--- src/rtl/mdu_pkg.sv ---
// Shared definitions for the multiply/divide unit: divider FSM encoding, handshake
// constants and result field positions, common to the divider and the EX stage.
package mdu_pkg;

  typedef enum logic [1:0] {
    DIV_IDLE    = 2'b00,
    DIV_DIVZERO = 2'b01,
    DIV_ON      = 2'b10,
    DIV_END     = 2'b11
  } div_state_e;

  localparam logic DivStart          = 1'b1;
  localparam logic DivStop           = 1'b0;
  localparam logic DivResultReady    = 1'b1;
  localparam logic DivResultNotReady = 1'b0;

  // Result layout is {remainder, quotient}; the quotient always starts at bit 0.
  localparam int unsigned QuoLo = 0;

  function automatic int unsigned rem_hi(input int unsigned width);
    return 2 * width - 1;
  endfunction

  function automatic int unsigned rem_lo(input int unsigned width);
    return width;
  endfunction

  function automatic int unsigned quo_hi(input int unsigned width);
    return width - 1;
  endfunction

endpackage

--- src/rtl/mdu_div_step.sv ---
// One restoring-division iteration: trial-subtract the divisor from the shifted
// partial remainder and keep the difference only when it is non-negative.
module div_step #(
  parameter int unsigned WIDTH = 32
) (
  input  logic [WIDTH:0]   rem_i,
  input  logic [WIDTH-1:0] divisor_i,
  output logic [WIDTH-1:0] rem_o,
  output logic             q_o
);

  logic [WIDTH:0] diff;

  always_comb begin
    diff = rem_i - {1'b0, divisor_i};
    // A set top bit means the trial subtraction borrowed.
    q_o   = ~diff[WIDTH];
    rem_o = q_o ? diff[WIDTH-1:0] : rem_i[WIDTH-1:0];
  end

endmodule

--- src/rtl/mdu_div.sv ---
// Iterative radix-2 restoring divider with start/ready handshake, cancellation,
// divide-by-zero flag and signed operands via magnitude division plus sign fix.
module mdu_div
  import mdu_pkg::*;
#(
  parameter int unsigned WIDTH = 32
) (
  input  logic               clk,
  input  logic               rst,
  input  logic               start_i,
  input  logic               annul_i,
  input  logic               signed_i,
  input  logic [WIDTH-1:0]   opdata1_i,
  input  logic [WIDTH-1:0]   opdata2_i,
  output logic               busy_o,
  output logic               ready_o,
  output logic               div_zero_o,
  output logic [2*WIDTH-1:0] result_o
);

  localparam int unsigned CntW  = $clog2(WIDTH);
  localparam int unsigned RemHi = rem_hi(WIDTH);
  localparam int unsigned RemLo = rem_lo(WIDTH);
  localparam int unsigned QuoHi = quo_hi(WIDTH);
  localparam logic [CntW-1:0] LastCnt = CntW'(WIDTH - 1);

  div_state_e state_q, state_d;

  logic [CntW-1:0]    cnt_q;
  logic [WIDTH-1:0]   rem_q;
  logic [WIDTH-1:0]   quo_q;
  logic [WIDTH-1:0]   dsr_q;
  logic               q_neg_q;
  logic               r_neg_q;
  logic               dz_q;
  logic [2*WIDTH-1:0] result_q;

  logic               accept;
  logic               last_step;
  logic [WIDTH-1:0]   op1_abs;
  logic [WIDTH-1:0]   op2_abs;
  logic [WIDTH-1:0]   step_rem;
  logic               step_q;
  logic [WIDTH-1:0]   step_quo;
  logic [WIDTH-1:0]   fin_quo;
  logic [WIDTH-1:0]   fin_rem;

  // The dividend register doubles as the quotient: its MSB feeds the remainder
  // while the new quotient bit enters at the bottom.
  div_step #(
    .WIDTH(WIDTH)
  ) u_step (
    .rem_i    ({rem_q, quo_q[WIDTH-1]}),
    .divisor_i(dsr_q),
    .rem_o    (step_rem),
    .q_o      (step_q)
  );

  always_comb begin
    accept    = (start_i == DivStart) && !annul_i;
    last_step = (cnt_q == LastCnt);
    op1_abs   = (signed_i && opdata1_i[WIDTH-1]) ? -opdata1_i : opdata1_i;
    op2_abs   = (signed_i && opdata2_i[WIDTH-1]) ? -opdata2_i : opdata2_i;
    step_quo  = {quo_q[WIDTH-2:0], step_q};
    fin_quo   = q_neg_q ? -step_quo : step_quo;
    fin_rem   = r_neg_q ? -step_rem : step_rem;
  end

  always_comb begin
    state_d = state_q;
    case (state_q)
      DIV_IDLE: begin
        if (accept) state_d = (opdata2_i == '0) ? DIV_DIVZERO : DIV_ON;
      end
      DIV_DIVZERO: state_d = annul_i ? DIV_IDLE : DIV_END;
      DIV_ON: begin
        if (annul_i)        state_d = DIV_IDLE;
        else if (last_step) state_d = DIV_END;
      end
      DIV_END: begin
        if (annul_i || (start_i == DivStop)) state_d = DIV_IDLE;
      end
      default: state_d = DIV_IDLE;
    endcase
  end

  always_ff @(posedge clk) begin
    if (rst) state_q <= DIV_IDLE;
    else     state_q <= state_d;
  end

  always_ff @(posedge clk) begin
    if (rst) begin
      cnt_q    <= '0;
      rem_q    <= '0;
      quo_q    <= '0;
      dsr_q    <= '0;
      q_neg_q  <= 1'b0;
      r_neg_q  <= 1'b0;
      dz_q     <= 1'b0;
      result_q <= '0;
    end else begin
      case (state_q)
        DIV_IDLE: begin
          if (accept) begin
            cnt_q    <= '0;
            rem_q    <= '0;
            quo_q    <= op1_abs;
            dsr_q    <= op2_abs;
            q_neg_q  <= signed_i & (opdata1_i[WIDTH-1] ^ opdata2_i[WIDTH-1]);
            r_neg_q  <= signed_i & opdata1_i[WIDTH-1];
            dz_q     <= (opdata2_i == '0);
            result_q <= '0;
          end
        end
        DIV_ON: begin
          if (!annul_i) begin
            rem_q <= step_rem;
            quo_q <= step_quo;
            if (last_step) begin
              cnt_q                  <= '0;
              result_q[RemHi:RemLo]  <= fin_rem;
              result_q[QuoHi:QuoLo]  <= fin_quo;
            end else begin
              cnt_q <= cnt_q + 1'b1;
            end
          end
        end
        default: ;
      endcase
    end
  end

  always_comb begin
    busy_o     = (state_q == DIV_DIVZERO) || (state_q == DIV_ON);
    ready_o    = (state_q == DIV_END) ? DivResultReady : DivResultNotReady;
    div_zero_o = ready_o & dz_q;
    result_o   = ready_o ? result_q : '0;
  end

endmodule

--- config.mk ---
export PLATFORM = sky130hd
export DESIGN_NAME = mdu_div
export DESIGN_NICKNAME = d
export VERILOG_FILES = /design/src/rtl/mdu_pkg.sv /design/src/rtl/mdu_div_step.sv /design/src/rtl/mdu_div.sv
export SDC_FILE = /design/constraint.sdc
export NUM_CORES = 1
export LEC_CHECK = 0
export CAP_MARGIN = 20
export CORE_ASPECT_RATIO = 1.5
export CORE_MARGIN = 1
export CORE_UTILIZATION = 57
export DETAILED_ROUTE_END_ITERATION = 12
export MAX_ROUTING_LAYER = met4
export PLACE_DENSITY = 0.78
export RECOVER_POWER = 50
export SYNTH_ARGS = -nofsm -noshare
export SYNTH_HDL_FRONTEND = slang
export SYNTH_HIERARCHICAL = 1
export SYNTH_SLANG_ARGS = --single-unit
--- constraint.sdc ---
create_clock -name clk -period 5.4 [get_ports clk]
set_input_delay 0.54 -clock clk [delete_from_list [all_inputs] [get_ports clk]]
set_output_delay 0.54 -clock clk [all_outputs]
set_load 0.05 [all_outputs]
# After elaboration in Yosys (flattened, before gate mapping)
# Index checks and enable logic that the tools add are counted.
totals:
  regBits: 170
  input_bits: 69
  word_cells: 71
op_classes:
  n_addsub: 6
  mux: 28
  eq_ne: 9
  n_reduce_logical: 13
  n_bitwise: 6
op_table:
  columns: ["operator", "n"]
  rows:
  - ["2-to-1 mux 32 bit", 9]
  - ["2-to-1 mux 64 bit", 4]
  - ["negation 32 bit", 4]
  - ["one-hot mux 32 bit (2 select lines)", 2]
  - ["one-hot mux 64 bit (2 select lines)", 1]
  - ["subtractor 33 x 32 -> 33 bit", 1]
  - ["logical NOT 32 bit", 1]
  - ["2-to-1 mux 5 bit", 3]
  - ["2-to-1 mux 2 bit", 6]
  - ["one-hot mux 5 bit (2 select lines)", 1]
  - ["inequality test 2 bit (second input constant)", 4]
  - ["one-hot mux 2 bit (4 select lines)", 1]
  - ["AND reduction 3 bit", 2]
  - ["adder 5 x 1 -> 5 bit (second input constant)", 1]
  - ["== test 5 bit (second input constant)", 1]
  - ["== test 2 bit (second input constant)", 2]
  - ["AND reduction 4 bit", 1]
  - ["bitwise AND 1 bit", 3]
  - ["logical AND 1 bit", 3]
  - ["inequality test 3 bit (second input constant)", 1]
  - ["== test 2 x 1 -> 1 bit (second input constant)", 1]
  - ["logical NOT 2 bit", 1]
  - ["logical OR 1 bit", 2]
  - ["NOT 1 bit", 2]
  - ["5 further kinds", 5]

# Logic depth before layout (Yosys ltp)
# Gate-level depths: netlist of the first run.
depth:
  word_depth: 7
  ltp_mapped: 20
  ltp_nobuf: 19

# By module
# Netlist of the first run, hierarchy kept.
modules_own_cells:
  columns: ["mod", "n_inst", "cells_each", "area_each_um2"]
  rows:
  - ["mdu_div", 1, 1206, 9272.6]
  - ["div_step", 1, 311, 2255.9]

# Worst setup path before layout of the first run
# Ideal clock, no wire load.
synth_path:
  path_kind: "register to register"
  from: "reg quo_q[31]"
  to: "reg result_q[61]"
  path_buffers: 1
  setup_slack_ps: 810
  t_required_ps: 5276
  path_stages_with_launch: 21
  period_less_slack_ps: 4590
  t_arrival_ps: 4466
  path_cell_list: "dfxtp_1 > inv_1 > ha_1 > fa_1 > and2b_1 > o2111ai_1 > a21oi_2 > o2111ai_1 > a211oi_2 > nor2_2 > mux2i_1 > and2_4 > inv_2 > buf_6 > mux2_4 > or4_1 > nor3_1 > nand4_1 > o41ai_1 > xor2_1 > o21ai_1"
synth_between:
  elab_chain_cells: 7
synth_rtl:
  columns: ["element", "line_no", "text"]
  rows:
  - ["start, declared", "mdu_div.sv:31", "logic [WIDTH-1:0] quo_q;"]
  - ["start signal, assigned", "mdu_div.sv:108", "quo_q <= op1_abs;"]
  - ["start signal, assigned", "mdu_div.sv:119", "quo_q <= step_quo;"]
  - ["subtractor 33 x 32 -> 33 bit", "mdu_div_step.sv:15", "diff = rem_i - {1'b0, divisor_i};"]
  - ["2-to-1 mux 32 bit", "mdu_div_step.sv:18", "rem_o = q_o ? diff[WIDTH-1:0] : rem_i[WIDTH-1:0];"]
  - ["net step_rem[9]", "mdu_div.sv:42", "logic [WIDTH-1:0] step_rem;"]
  - ["negation 32 bit", "mdu_div.sv:66", "fin_rem = r_neg_q ? -step_rem : step_rem;"]
  - ["2-to-1 mux 32 bit", "mdu_div.sv:66", null]
  - ["2-to-1 mux 64 bit", "mdu_div.sv:120", "if (last_step) begin"]
  - ["2-to-1 mux 64 bit", "mdu_div.sv:117", "if (!annul_i) begin"]
  - ["one-hot mux 64 bit (2 select lines)", "mdu_div.sv:103", "case (state_q)"]
  - ["end signal, assigned by index", "mdu_div.sv:122", "result_q[RemHi:RemLo] <= fin_rem;"]
  - ["end signal, assigned by index", "mdu_div.sv:123", "result_q[QuoHi:QuoLo] <= fin_quo;"]
  - ["end, declared", "mdu_div.sv:36", "logic [2*WIDTH-1:0] result_q;"]
# The timed path passes the listed nets, and every way through them passes these cells. The select of a mux whose other input is x is not followed.
# A chain may end at the register's enable or synchronous reset.

# Worst setup path in the final report of the first run
# Ends and elaborated chain as after synthesis.

==> impl_metrics.ini, run 1 <==
[detailed_routing]
num_vias = 11441
routedWlPerCell_microns = 18.50
wl_met1_mm = 12.08
antenna_left = 0
top_layer_used = met4
wl_mm = 34.67
met3_wirelength_mm = 1.464
drt_iter0_drc = 684
drc = 0
dr_wl_met2_mm = 18.07
vias_per_cell = 6.105
first_pass_iters = 6

[setup_path]
reg2reg_slack_ns = 0.35
crit_path_end = result_q[61]
cp_slowest_cell = or3_1
reg2reg_from = quo_q[31]
reg2regPathDepth = 20
r2r_end = result_q[61]
startpoint = quo_q[31]
crit_path_start_kind = register
required_ns = 5.71
path_depth = 20
cp_max_fo = 16
crit_arrival_ns = 5.36
path_common_cell = o2111ai_1
crit_buf_inv = 3
critPathTopFamily = simple AND/OR/NAND/NOR gates
crit_type = register to register
end_kind = register
path_cells = inv_1 -> ha_1 -> fa_1 -> and2b_1 -> o2111ai_1 -> a21oi_2 -> o2111ai_1 -> a211oi_2 -> nor2_2 -> mux2i_1 -> and2_4 -> inv_4 -> mux2_1 -> or3_1 -> nor4_1 -> buf_4 -> nand4_1 -> o41ai_1 -> xor2_1 -> o21ai_1
slowest_delay_ns = 0.45

[clocking]
htree_levels = 4
clk_latency_ns = 0.44
cts_sinks = 170
clk_pin_slew_ns = 0.07
post_cts_buffers = 0
ctsRootBufferMaster = clkbuf_16
clock_path_buffers = 2
cts_buffers = 17
cts_tree = built

[power]
power_frac_clock_pct = 20.0
powerDensity_nw_per_um2 = 449.9
p_sw_share_pct = 46.63
power_w = 0.006130
comb_power_share_pct = 54.8
p_seq_share_pct = 25.2
p_sw_w = 0.002858
power.leakage_nw = 5.202
internal_power_w = 0.003271
ir_worst_vdd_v = 0.0002656

[placed_design]
port_buffers = 135
dp_cells = 1841
postPlaceCellArea_sq_um = 13040
gp_congestion = 1.015
dpl.hpwl_mm = 26.05

[timing]
rsz0062_at_grt = false
hold_viol_final = 0
slew_headroom_pct = -128.1
finalCritPeriodShare_pct = 93.59
min_period_ns = 5.054
fin_skew_ns = 0.01720
drv_slew = 214
fmax_ghz = 0.1979
tightest_slew_ns = 3.385
setup_viol = 0
tns_ns = 0

[synth]
synth.avg_cell_area_sq_um = 7.600
syn-cell-area_sq_um = 11530
ys_seq_area_share_pct = 29.52
synth_edf_count = 0
yosys_warnings = 6
ys_seq_elements = 170
ys_top_cells_by_count = nand2_1 (199), dfxtp_1 (170), a21oi_1 (118), o21ai_0 (110), nor2_1 (89)
syn_nets = 1629
async_flop_share_pct = 0
ys_types = 75
synthCells = 1517
yosysTopAreaCellShare_pct = 29.52
synth.largest_area_cell = dfxtp_1
synth_area_leaders = dfxtp_1 (30%), nand2_1 (6.5%), xor2_1 (5.9%), a21oi_1 (5.1%), o21ai_0 (4.8%)
synth.most_common_cell = nand2_1
synth-main-ff-cell = dfxtp_1

[die]
die_h_microns = 176.2
rows = 63
io_pins = 136
dieArea_sq_um = 20810
start_util_pct = 58.27
core_sq_um = 19790
fp.dieW_microns = 118.1

[hold_path]
hold_depth = 2
hp-start = result_q[46]
hold_class = register to register

[layout]
drive_gt1_share_pct = 5.886
final_cell_area_sq_um = 13630
insertedDiodeCount = 0
fin_util_pct = 68.87
fillCellCount = 1726
synthToLayoutAreaGrowth_pct = 18.19
finalNetCount = 1713
fin_cells = 1874

[grt]
antenna_found_initial = 0
track_usage_pct = 34.59
first_global_vias = 10898
grt_overflow = 0
grt_start_max_net_pins = 76
grt_pass1_wl_mm = 54.82

[outcome]
failed_checks = capacitance limit, slew limit
status = finished with violations

[job]
cap_violations = 4
[stage by stage]
stage | setup slack, ns | hold slack [ns]
4_1_cts | 0.2593 | 0.4495
3_3_place_gp | 0.3637 | 0.4249
3_5_place_dp | 0.2940 | 0.4339
6_report | 0.3460 | 0.4447
5_1_grt | 0.03963 | 0.4704
2_1_floorplan | 0.8096 | 0.4167
[cell type report]
type / instances / area [sq um] / area share, %
Clock buffer: 20 / 456.7 / 3.352
Clock inverter: 12 / 125.1 / 0.9183
Inverter: 53 / 201.4 / 1.478
Multi-Input combinational cell: 1202 / 7589 / 55.69
Sequential cell: 170 / 3403 / 24.98
Tap cell: 260 / 325.3 / 2.388
Timing Repair Buffer: 157 / 1525 / 11.19
[worst reg2reg max path, cell delays in order (launching register included)]
cell	delay, ns
dfxtp_1	0.35
inv_1	0.05
ha_1	0.22
fa_1	0.41
and2b_1	0.23
o2111ai_1	0.16
a21oi_2	0.23
o2111ai_1	0.18
a211oi_2	0.28
nor2_2	0.10
mux2i_1	0.15
and2_4	0.17
inv_4	0.23
mux2_1	0.43
or3_1	0.45
nor4_1	0.23
buf_4	0.18
nand4_1	0.25
o41ai_1	0.38
xor2_1	0.19
o21ai_1	0.07
[logic make-up after synthesis]
| kind of cell | after synthesis | synth area share (%) |
|---|---|---|
| xor+xnor | 132 | 10.03 |
| compound gates | 405 | 21.49 |
| simple gates | 585 | 25.31 |
| flops | 170 | 29.52 |
| buf+inv | 145 | 4.862 |
| mux | 37 | 4.059 |
| fa+ha+maj | 43 | 4.732 |
[cell usage in the layout, fill, tap and decap left out, drive strengths merged, types with 22 or more instances in the layout]
cell / count
o21ai: 126
inv: 59
nand2: 199
clkdlybuf4s50: 88
ha: 42
and3: 24
dlygate4sd3: 46
xnor2: 54
clkbuf: 22
dfxtp: 170
xor2: 78
and2: 73
nor2: 90
nand3: 67
nor3: 35
a21oi: 119
o31ai: 26
[repair_timing]
item | in CTS | in global routing
hold buffers | 0 | 0
endpoints found under the setup margin | 0 | 13
gates resized for setup | 0 | 4
hold endpoints to repair | 0 | 0
[power groups by stage]
stage / Sequential [W] / Clock [W] / Combinational, W
floorplan: 0.00149 / 0 / 0.00241
global placement: 0.00156 / 0 / 0.00321
detailed placement: 0.00157 / 0 / 0.00326
CTS: 0.00154 / 0.00124 / 0.00328
global route: 0.00155 / 0.00128 / 0.00364
finish: 0.00154 / 0.00123 / 0.00336
[routing by layer]
layer	GRT usage, %	vias up
met2	62.57	390
met5	-	-
li1	-	5542
met3	5.394	149
met4	28.04	0
met1	32.26	5360
[flip-flops by register name, indices dropped and copies added (netlist names)]
| signal | count |
|---|---|
| dsr_q | 32 |
| rem_q | 32 |
| q_neg_q | 1 |
| quo_q | 32 |
| dz_q | 1 |
| cnt_q | 5 |
| r_neg_q | 1 |
| state_q | 2 |
| result_q | 64 |
[how the worst min path moves through the flow]
stage	end	slack, ns
global placement	result_q[51]	0.42
CTS	result_q[51]	0.45
finish	result_q[46]	0.44
floorplan	result_q[10]	0.42
detailed placement	result_q[51]	0.43
global route	result_q[41]	0.47
Note: power is estimated with default switching activity, not from simulation.
==> run 2: changes to the inputs <==
- PLACE_DENSITY: 0.78 -> 0.81
==> impl_metrics.ini, run 2 (synthesis gave the netlist of run 1 again) <==
[grt]
first_global_vias = 11015
grt_pass1_wl_mm = 55.66
grt_start_max_net_pins = 68
track_usage_pct = 35.06
grt_overflow = 0
antenna_found_initial = 0

[layout]
drive_gt1_share_pct = 5.394
insertedDiodeCount = 0
finalNetCount = 1712
fin_util_pct = 68.72
final_cell_area_sq_um = 13600
largest_register_ff_count = 64
fillCellCount = 1677
layout_commonest_cell = nand2_1
synthToLayoutAreaGrowth_pct = 17.94
final-seq-area_sq_um = 3403
final_cell_mix = nand2_1 (199), dfxtp_1 (170), a21oi_1 (117)
multi_input_area_sq_um = 7589
top_register = result_q

[clocking]
cts_sinks = 170
ctsHoldBuffers = 0
clock_path_buffers = 2
cts_buffers = 17
post_cts_resized = 0
post_cts_buffers = 0
clk_pin_slew_ns = 0.07
cts_tree = built
ctsRootBufferMaster = clkbuf_16
clk_latency_ns = 0.44
htree_levels = 4

[power]
comb_power_share_pct = 54.5
power.leakage_nw = 5.185
power_frac_clock_pct = 20.1
p_sw_w = 0.002837
ir_worst_vdd_v = 0.0002894
internal_power_w = 0.003237
p_sw_share_pct = 46.70
powerDensity_nw_per_um2 = 446.7
power_w = 0.006073
p_seq_share_pct = 25.3

[detailed_routing]
drc = 0
antenna_left = 0
routedWlPerCell_microns = 18.79
drt_iter0_drc = 704
num_vias = 11541
first_pass_iters = 5
vias_per_cell = 6.162
wl_mm = 35.19

[placed_design]
port_buffers = 135
dpl.hpwl_mm = 26.43
gp_congestion = 0.9805
postPlaceCellArea_sq_um = 13030

[setup_path]
path_cells = inv_1 -> ha_1 -> fa_1 -> and2b_1 -> o2111ai_1 -> a21oi_2 -> o2111ai_1 -> a211oi_2 -> nor2_2 -> mux2i_1 -> and2_4 -> inv_4 -> buf_4 -> mux2_4 -> or4_1 -> or4_1 -> nor3_1 -> mux2i_1 -> a211o_1
crit_buf_inv = 3
crit_arrival_ns = 5.44
crit_type = register to register
end_kind = register
crit_path_start_kind = register
cp_max_fo = 14
slowest_delay_ns = 0.60
cp_slowest_cell = or4_1
critPathTopFamily = simple AND/OR/NAND/NOR gates
required_ns = 5.73
reg2reg_slack_ns = 0.29

[die]
io_pins = 136
dieArea_sq_um = 20810
fp.dieW_microns = 118.1
rows = 63
start_util_pct = 58.27
die_h_microns = 176.2
core_sq_um = 19790

[job]
cap_violations = 5

[timing]
setup_viol = 0
drv_slew = 242
fin_skew_ns = 0.01066
fmax_ghz = 0.1957
finalCritPeriodShare_pct = 94.64
rsz0062_at_grt = false
hold_viol_final = 0
min_period_ns = 5.111
slew_headroom_pct = -60.55
tns_ns = 0
tightest_slew_ns = 2.408

[outcome]
failed_checks = capacitance limit, slew limit
status = finished with violations

[hold_path]
hold_class = register to register
## run 2: path summary, 6_finish.rpt
| path | start | endpoint | depth (start not counted) |
|---|---|---|---|
| worst max-delay path | quo_q[31] | result_q[63] | 19 |
| worst min-delay path | result_q[50] | result_q[50] | 2 |
| worst max register to register | quo_q[31] | result_q[63] | 19 |
| worst min register to register | result_q[50] | result_q[50] | 2 |
## run 2: layout make-up
type | count | area share [%]
clock inverter | 12 | 0.9294
multi-input combinational | 1202 | 55.81
sequential | 170 | 25.03
tap | 260 | 2.393
inverter | 53 | 1.482
timing repair buffer | 156 | 11.07
clock buffer | 20 | 3.285
## run 2: routing by layer
metal	global-route usage (%)	vias to the layer above	wire [microns]
met4	30.77	0	3235
met1	32.86	5379	12370
met3	4.877	174	1498
met5	-	-	0
li1	-	5562	-
met2	62.62	426	18080
## run 2: through the flow
stage               worst slack (ns)  hold WS [ns]  instances
finish                        0.2894        0.4445       1873
global route                 0.02740        0.4713       1873
detailed placement            0.2408        0.4339       1840
global placement              0.3445        0.4263       1840
CTS                           0.1909        0.4507       1872
floorplan                     0.8096        0.4167       1517
## run 2: power groups by stage
stage / clock network [W] / registers [W] / logic, W
2_1_floorplan: 0 / 0.00149 / 0.00241
3_3_place_gp: 0 / 0.00156 / 0.00319
3_5_place_dp: 0 / 0.00156 / 0.00322
4_1_cts: 0.00123 / 0.00153 / 0.00325
5_1_grt: 0.00128 / 0.00155 / 0.00359
6_report: 0.00122 / 0.00154 / 0.00331
## run 2: worst register-to-register path: cells and delay by family (launching register included)
family / cells / cell delay, ns
AO/OA/AOI/OAI: 5 / 1.06
multiplexers: 3 / 0.62
flip-flops: 1 / 0.35
adder cells (fa/ha/maj): 2 / 0.63
buffers and inverters: 3 / 0.56
AND/OR/NAND/NOR: 6 / 1.80
==> run 3: changes to the inputs <==
--- a/constraint.sdc
+++ b/constraint.sdc
@@ -3,2 +3,2 @@
 set_output_delay 0.54 -clock clk [all_outputs]
-set_load 0.05 [all_outputs]
+set_load 0.1 [all_outputs]
==> impl_metrics.ini, run 3 (synthesis gave the netlist of run 1 again) <==
[outcome]
status = finished with violations
failed_checks = capacitance limit, slew limit

[layout]
final_cell_mix = nand2_1 (199), dfxtp_1 (170), a21oi_1 (117)
fillCellCount = 1675
drive_gt1_share_pct = 5.456
fin_cells = 1873
largest_register_ff_count = 64
insertedDiodeCount = 0
top_register = result_q
finalNetCount = 1712
synthToLayoutAreaGrowth_pct = 17.97
layout_commonest_cell = nand2_1

[grt]
grt-busiest-layer = met2
met2_usage_pct = 62.62
met3_usage_pct = 4.877
track_usage_pct = 35.06
met1_usage_pct = 32.86
grt_overflow = 0
antenna_found_initial = 0
grt_start_max_net_pins = 68
first_global_vias = 11015
grt_pass1_wl_mm = 55.66

[setup_path]
crit_arrival_ns = 5.44
crit_type = register to register
reg2reg_slack_ns = 0.29
slowest_delay_ns = 0.59
required_ns = 5.73
end_kind = register
path_cells = inv_1 -> ha_1 -> fa_1 -> and2b_1 -> o2111ai_1 -> a21oi_2 -> o2111ai_1 -> a211oi_2 -> nor2_2 -> mux2i_1 -> and2_4 -> inv_4 -> buf_4 -> mux2_4 -> or4_1 -> or4_1 -> nor3_1 -> mux2i_1 -> a211o_1
reg2reg_from = quo_q[31]
crit_path_start_kind = register
cp_slowest_cell = or4_1
cp_max_fo = 14
r2r_end = result_q[63]
reg2regPathDepth = 19

[detailed_routing]
antenna_left = 0
routedWlPerCell_microns = 18.81
drc = 0
vias_per_cell = 6.158
first_pass_iters = 5
drt_iter0_drc = 688
num_vias = 11533
wl_mm = 35.23

[job]
cap_violations = 4

[timing]
fmax_ghz = 0.1958
hold_viol_final = 0
rsz0062_at_grt = false
holdWs_ns = 0.4445
fin_skew_ns = 0.01065
drv_slew = 174
min_period_ns = 5.108
finalCritPeriodShare_pct = 94.60
slew_headroom_pct = -63.20
tns_ns = 0
setup_viol = 0
tightest_slew_ns = 2.448

[die]
io_pins = 136
rows = 63
core_sq_um = 19790
die_h_microns = 176.2
dieArea_sq_um = 20810
start_util_pct = 58.27
fp.dieW_microns = 118.1

[clocking]
cts_tree = built
htree_levels = 4
cts_sinks = 170
clock_path_buffers = 2
clk_latency_ns = 0.44
clk_pin_slew_ns = 0.07
post_cts_buffers = 0
ctsRootBufferMaster = clkbuf_16
cts_buffers = 17

[hold_path]
min_to = result_q[50]
hold_class = register to register
hold_depth = 2
hp-start = result_q[50]

[placed_design]
gp_congestion = 0.9805
dpl.hpwl_mm = 26.43
dp_cells = 1840
port_buffers = 135

[power]
power.leakage_nw = 5.193
ir_worst_vdd_v = 0.0003979
powerDensity_nw_per_um2 = 448.9
## run 3: layout make-up
cell class                      count  area, sq um  share of cell area [%]
Tap cell                          260        325.3                   2.392
Clock inverter                     12        126.4                  0.9292
Inverter                           53        201.4                   1.481
Sequential cell                   170         3403                   25.02
Multi-Input combinational cell   1202         7589                   55.80
Clock buffer                       20        446.7                   3.284
Timing Repair Buffer              156         1509                   11.09
## run 3: worst max-delay path by stage
stage | endpoint | start | slack [ns] | cells after the start
2_1_floorplan | result_q[61] | quo_q[31] | 0.81 | 20
3_3_place_gp | result_q[63] | quo_q[31] | 0.34 | 19
3_5_place_dp | result_q[63] | quo_q[31] | 0.24 | 19
4_1_cts | result_q[63] | quo_q[31] | 0.19 | 19
5_1_grt | result_q[63] | quo_q[31] | 0.03 | 19
6_report | result_q[63] | quo_q[31] | 0.29 | 19
## run 3: critical path: cells and delay by family (launching register included)
kind                     cells  cell delay, ns
AO/OA/AOI/OAI                5            1.05
adder cells (fa/ha/maj)      2            0.63
buffers and inverters        3            0.55
flip-flops                   1            0.35
multiplexers                 3            0.62
AND/OR/NAND/NOR              6            1.79
## run 3: per-stage QoR
step                      power, W  setup WS, ns  utilization, %  area (sq um)
after CTS                 0.006042        0.1909           68.73         13600
final                     0.006105        0.2918           68.74         13600
after global placement    0.004780        0.3445           65.84         13030
after global routing      0.006451       0.02740           68.74         13600
after detailed placement  0.004815        0.2408           65.84         13030
after floorplan           0.003930        0.8096               -         11530
## run 3: timing repair
action,in CTS,in global routing
hold buffers,0,0
endpoints found under the setup margin,0,8
gates resized for setup,0,4
## run 3: report_power, final
group          switching (W)  internal, W  leakage, nW
clock               0.000559     0.000664        0.286
combinational        0.00214      0.00120         3.53
sequential          0.000168      0.00137         1.38
## run 3: layer usage
layer  part of all wire [%]  up-vias
li1                       -     5562
met1                     35     5381
met2                     51      421
met3                    4.3      169
met4                    9.1        0
met5                      0        -
